===== config.mk =====
export PLATFORM = sky130hd
export DESIGN_NAME = imem_load_ctrl
export DESIGN_NICKNAME = d
export VERILOG_FILES = /design/src/rtl/imem_load_ctrl.sv
export SDC_FILE = /design/constraint.sdc
export NUM_CORES = 1
export LEC_CHECK = 0
export BUFFER_PORTS_ARGS = -buffer_cell sky130_fd_sc_hd__buf_2
export CORE_MARGIN = 2
export CORE_UTILIZATION = 47
export CTS_CLUSTER_DIAMETER = 40
export DETAILED_ROUTE_END_ITERATION = 8
export PLACE_DENSITY_LB_ADDON = 0.12
export SKIP_CTS_REPAIR_TIMING = 1
export SLEW_MARGIN = 20
export SYNTH_ARGS = -nofsm -noshare
export SYNTH_HDL_FRONTEND = slang
export SYNTH_SLANG_ARGS = --single-unit

===== constraint.sdc =====
create_clock -name clk -period 2.88 [get_ports clk]
set_input_delay 0.144 -clock clk [delete_from_list [all_inputs] [get_ports clk]]
set_output_delay 0.144 -clock clk [all_outputs]
set_load 0.1 [all_outputs]

===== src/rtl/imem_load_ctrl.sv =====
`default_nettype none
// ============================================================================
// imem_load_ctrl : byte-serial program loader for the instruction memory
// Revision 1.0
// ============================================================================
module imem_load_ctrl #(
  parameter int ADDR_W = 9,
  parameter int DATA_W = 32
) (
  input  logic              clk,
  input  logic              rst_n,
  input  logic              load_start,
  input  logic [9:0]        load_len,
  input  logic              ld_valid,
  input  logic [7:0]        ld_data,
  output logic              ld_ready,
  input  logic [ADDR_W-1:0] if_addr,
  output logic [DATA_W-1:0] if_data,
  output logic              cpu_run,
  output logic              load_done,
  output logic [9:0]        words_loaded,
  output logic [ADDR_W-1:0] mem_addr,
  output logic [DATA_W-1:0] mem_din,
  output logic              mem_wea,
  input  logic [DATA_W-1:0] mem_dout
);

  localparam logic [1:0] ST_IDLE  = 2'd0;
  localparam logic [1:0] ST_LOAD  = 2'd1;
  localparam logic [1:0] ST_WRITE = 2'd2;
  localparam logic [1:0] ST_RUN   = 2'd3;

  localparam logic [9:0] MAX_LEN = 10'(1 << ADDR_W);

  logic [1:0]        state;
  logic [1:0]        state_nxt;
  logic [9:0]        len;
  logic [1:0]        byte_cnt;
  logic [DATA_W-1:0] asm_word;
  logic [9:0]        len_clamp;
  logic [9:0]        words_inc;
  logic              start_acc;
  logic              byte_acc;

  assign len_clamp = (load_len > MAX_LEN) ? MAX_LEN : load_len;
  assign words_inc = words_loaded + 10'd1;
  assign start_acc = load_start && ((state == ST_IDLE) || (state == ST_RUN));
  assign byte_acc  = ld_valid && (state == ST_LOAD);

  always_ff @(posedge clk or negedge rst_n) begin
    if (!rst_n) begin
      state <= ST_IDLE;
    end else begin
      state <= state_nxt;
    end
  end

  always_comb begin
    state_nxt = state;
    case (state)
      ST_IDLE, ST_RUN: begin
        if (start_acc) begin
          state_nxt = (len_clamp == 10'd0) ? ST_RUN : ST_LOAD;
        end
      end
      ST_LOAD: begin
        if (byte_acc && (byte_cnt == 2'd3)) begin
          state_nxt = ST_WRITE;
        end
      end
      ST_WRITE: begin
        state_nxt = (words_inc == len) ? ST_RUN : ST_LOAD;
      end
      default: state_nxt = ST_IDLE;
    endcase
  end

  always_comb begin
    cpu_run  = (state == ST_RUN);
    ld_ready = (state == ST_LOAD);
    mem_wea  = (state == ST_WRITE);
    mem_din  = asm_word;
    // The write counter owns the address only while a word is being committed.
    mem_addr = (state == ST_WRITE) ? words_loaded[ADDR_W-1:0] : if_addr;
    if_data  = (state == ST_RUN) ? mem_dout : '0;
  end

  always_ff @(posedge clk or negedge rst_n) begin
    if (!rst_n) begin
      len          <= '0;
      byte_cnt     <= '0;
      asm_word     <= '0;
      words_loaded <= '0;
      load_done    <= 1'b0;
    end else begin
      load_done <= (start_acc && (len_clamp == 10'd0)) ||
                   ((state == ST_WRITE) && (words_inc == len));
      if (start_acc) begin
        len          <= len_clamp;
        byte_cnt     <= '0;
        words_loaded <= '0;
      end else if (byte_acc) begin
        asm_word[{byte_cnt, 3'b000} +: 8] <= ld_data;
        byte_cnt                          <= byte_cnt + 2'd1;
      end else if (state == ST_WRITE) begin
        words_loaded <= words_inc;
      end
    end
  end

endmodule
`default_nettype wire

==> results.cfg <==
[timing]
post-route-period-util_pct = 79.6
relSlewSlack_pct = 46.2
worst_pin_slew_ns = 0.800
fin_tns_setup_ns = 0
grt_setup_unrepaired = false
slew_violations = 0
hold_viol = 0
finalSetupViolations = 0
clock.fmax_mhz = 436
finalCriticalPeriod_ns = 2.29
fin_skew_ns = 0.00579

[grt]
grt_usage_pct = 22.7
antenna_found_initial = 0
grt_max_degree = 45
grt_pass1_vias = 2669
grt_pass1_wl_um = 13100
overflow = 0

[cells_and_area]
final.fill_count = 601
fin_area_sq_um = 4200
drive_above_1_share_pct = 35.9
nets = 585
syn_to_final_growth_pct = 31.6
regArea_sq_um = 1430
diodes = 0
multi_input_area_sq_um = 1650

[logic_synthesis]
synth_xor_area_share_pct = 5.46
synth_top_family_by_area = simple AND/OR/NAND/NOR gates
synth_warnings = 0
syn-num-nets = 435
synthDistinctLibCells = 39
synth.area.mux_share_pct = 3.49
synth-async-reset-ratio_pct = 100
synth_area_sq_um = 3190
synthTopCellsByArea = dfrtp_1 45%, nand2_1 12%, and2_1 6.7%
synth_adder_area_share_pct = 3.92
synth_top_cell_area_share_pct = 44.7
yosysMostFrequentCell = nand2_1
ys.flop_type = dfrtp_1
synth_edf_count = 0
ys_ff_latch = 57
syn_inst = 362
yosys-top-cells-count = 99 x nand2_1, 57 x dfrtp_1, 37 x o21ai_0
synth_compound_area_share_pct = 10.0
synthSimpleGateAreaFrac_pct = 29.0
synth.avg_cell_area_sq_um = 8.81
synth_top_area_cell = dfrtp_1
synth-seq-area-share_pct = 44.7

[hold_path]
min_from = load_len[2]
worst_hold_path_type = in2reg

[routing]
routed_wl_um = 8360
via_count = 3064
vias_per_cell = 5.14
drc = 0
final_antenna_net_count = 0
wl_per_cell_um = 14.0
drt_iter0_markers = 240
dr.pass1.iters = 4

[worst_setup_path]
crit_arrival_ns = 2.15
slowest_delay_ns = 0.58
r2r_start = words_loaded[0]$_DFFE_PN0P_
critPathLaunchType = flop
cp_slowest_cell = ha_1
crit_type = reg2out
path_max_fanout = 16
crit_required_ns = 2.74
end_kind = output pin
setup.worst_path.start = state[0]$_DFFE_PN0P_
path_cells = inv_1 -> ha_1 -> mux2_2 -> buf_2
r2r_slack_ns = 0.61

[placed_design]
gp_congestion = 0.870
numPortBuffers = 149
place_hpwl_um = 6370
place_area_sq_um = 3980

[cts]
numCtsBuffers = 9
cts_tree = yes
insertion_delay_ns = 0.34
cts-htree-levels = 3
clock_sinks = 57
clockBufferDepth = 2
path_clk_slew_ns = 0.07
cts_root_buf = clkbuf_8

[die]
ios = 150
die_area_sq_um = 7460
fp-row-count = 30
die_w_um = 86.4
start_util_pct = 47.7
die_h_um = 86.4
coreArea_sq_um = 6680

[power_and_ir_drop]
cellPowerDensity_nw_per_um2 = 1270
leakage_uw = 0.00223
vdd_ir_drop_max_mv = 0.883

[run]
maxCapViolCount = 0

[run_status]
outcome = complete, no violations
cell type report:
class                           instances  share of cell area (%)
Tap cell                               80                    2.39
Inverter                                5                   0.447
Sequential cell                        57                    34.0
Clock inverter                          4                    1.25
Timing Repair Buffer                  155                    18.9
Clock buffer                           11                    3.61
Multi-Input combinational cell        284                    39.4
cell usage in the layout (no fill, tap or decap), types with 2 or more instances in the layout:
master and instances:
buf_2 149, nand2_1 99, dfrtp_1 57, o21ai_0 37, and2_1 34, nor2_1 14
xor2_1 11, clkbuf_8 11, nand3_1 10, nand3b_1 10, ha_1 10, mux2_2 9
xnor2_1 7, a21oi_1 6, inv_1 5, buf_4 5, nor4_1 4, nor3_1 3
a2111oi_0 3, or3_1 3, nor3b_1 3, clkinvlp_4 3, nor2b_1 2, o21a_1 2
worst max-delay path, delay by kind of cell (launching register included):
| kind | cells | cell delay, ns |
|---|---|---|
| adders and majority gates | 1 | 0.58 |
| DFF | 1 | 0.42 |
| muxes | 1 | 0.29 |
| buffers and inverters | 2 | 0.52 |
registers in the layout (all words and copies together), names as in the netlist:
| register | count |
|---|---|
| len | 10 |
| state | 2 |
| byte_cnt | 2 |
| mem_din | 32 |
| load_done | 1 |
| words_loaded | 10 |
layer usage:
metal	vias to the layer above	global-route usage, %	wire (um)
li1	1507	-	-
met1	1403	31.1	3770
met2	140	34.7	3740
met3	14	6.67	692
met4	0	7.67	160
met5	-	0	0
where the power goes:
part | internal (uW) | switching, uW | leakage (uW)
Clock | 441 | 325 | 0.0000937
Combinational | 628 | 2750 | 0.00136
Sequential | 1010 | 175 | 0.000774
final timing paths:
| check | to | cells past startpoint |
|---|---|---|
| setup / recovery | mem_addr[1] | 4 |
| hold / removal | len[2]$_DFFE_PN0P_ | 3 |
| setup reg to reg | state[1]$_DFFE_PN0P_ | 7 |
| hold reg to reg | mem_din[6]$_DFFE_PN0P_ | 2 |
| max in group asynchronous | mem_din[22]$_DFFE_PN0P_ | 3 |
| min in group asynchronous | words_loaded[3]$_DFFE_PN0P_ | 2 |
stage by stage:
stage	util (%)	hold slack [ns]	instances	worst slack, ns	total power (uW)
after floorplan	-	-0.152	362	0.170	4020
after global placement	59.6	0.0553	580	0.673	4540
after detailed placement	59.6	0.0707	580	0.603	4580
after CTS	62.6	-0.296	595	0.564	5350
after global routing	62.8	0.0543	596	0.431	5580
final	62.8	0.0543	596	0.588	5320
kinds of logic after synthesis:
family	Yosys count
compound gates	56
xor+xnor	19
fa+ha+maj	10
buf+inv	21
flops	57
mux	10
simple gates	189
Note: power is estimated with default switching activity, not from simulation.
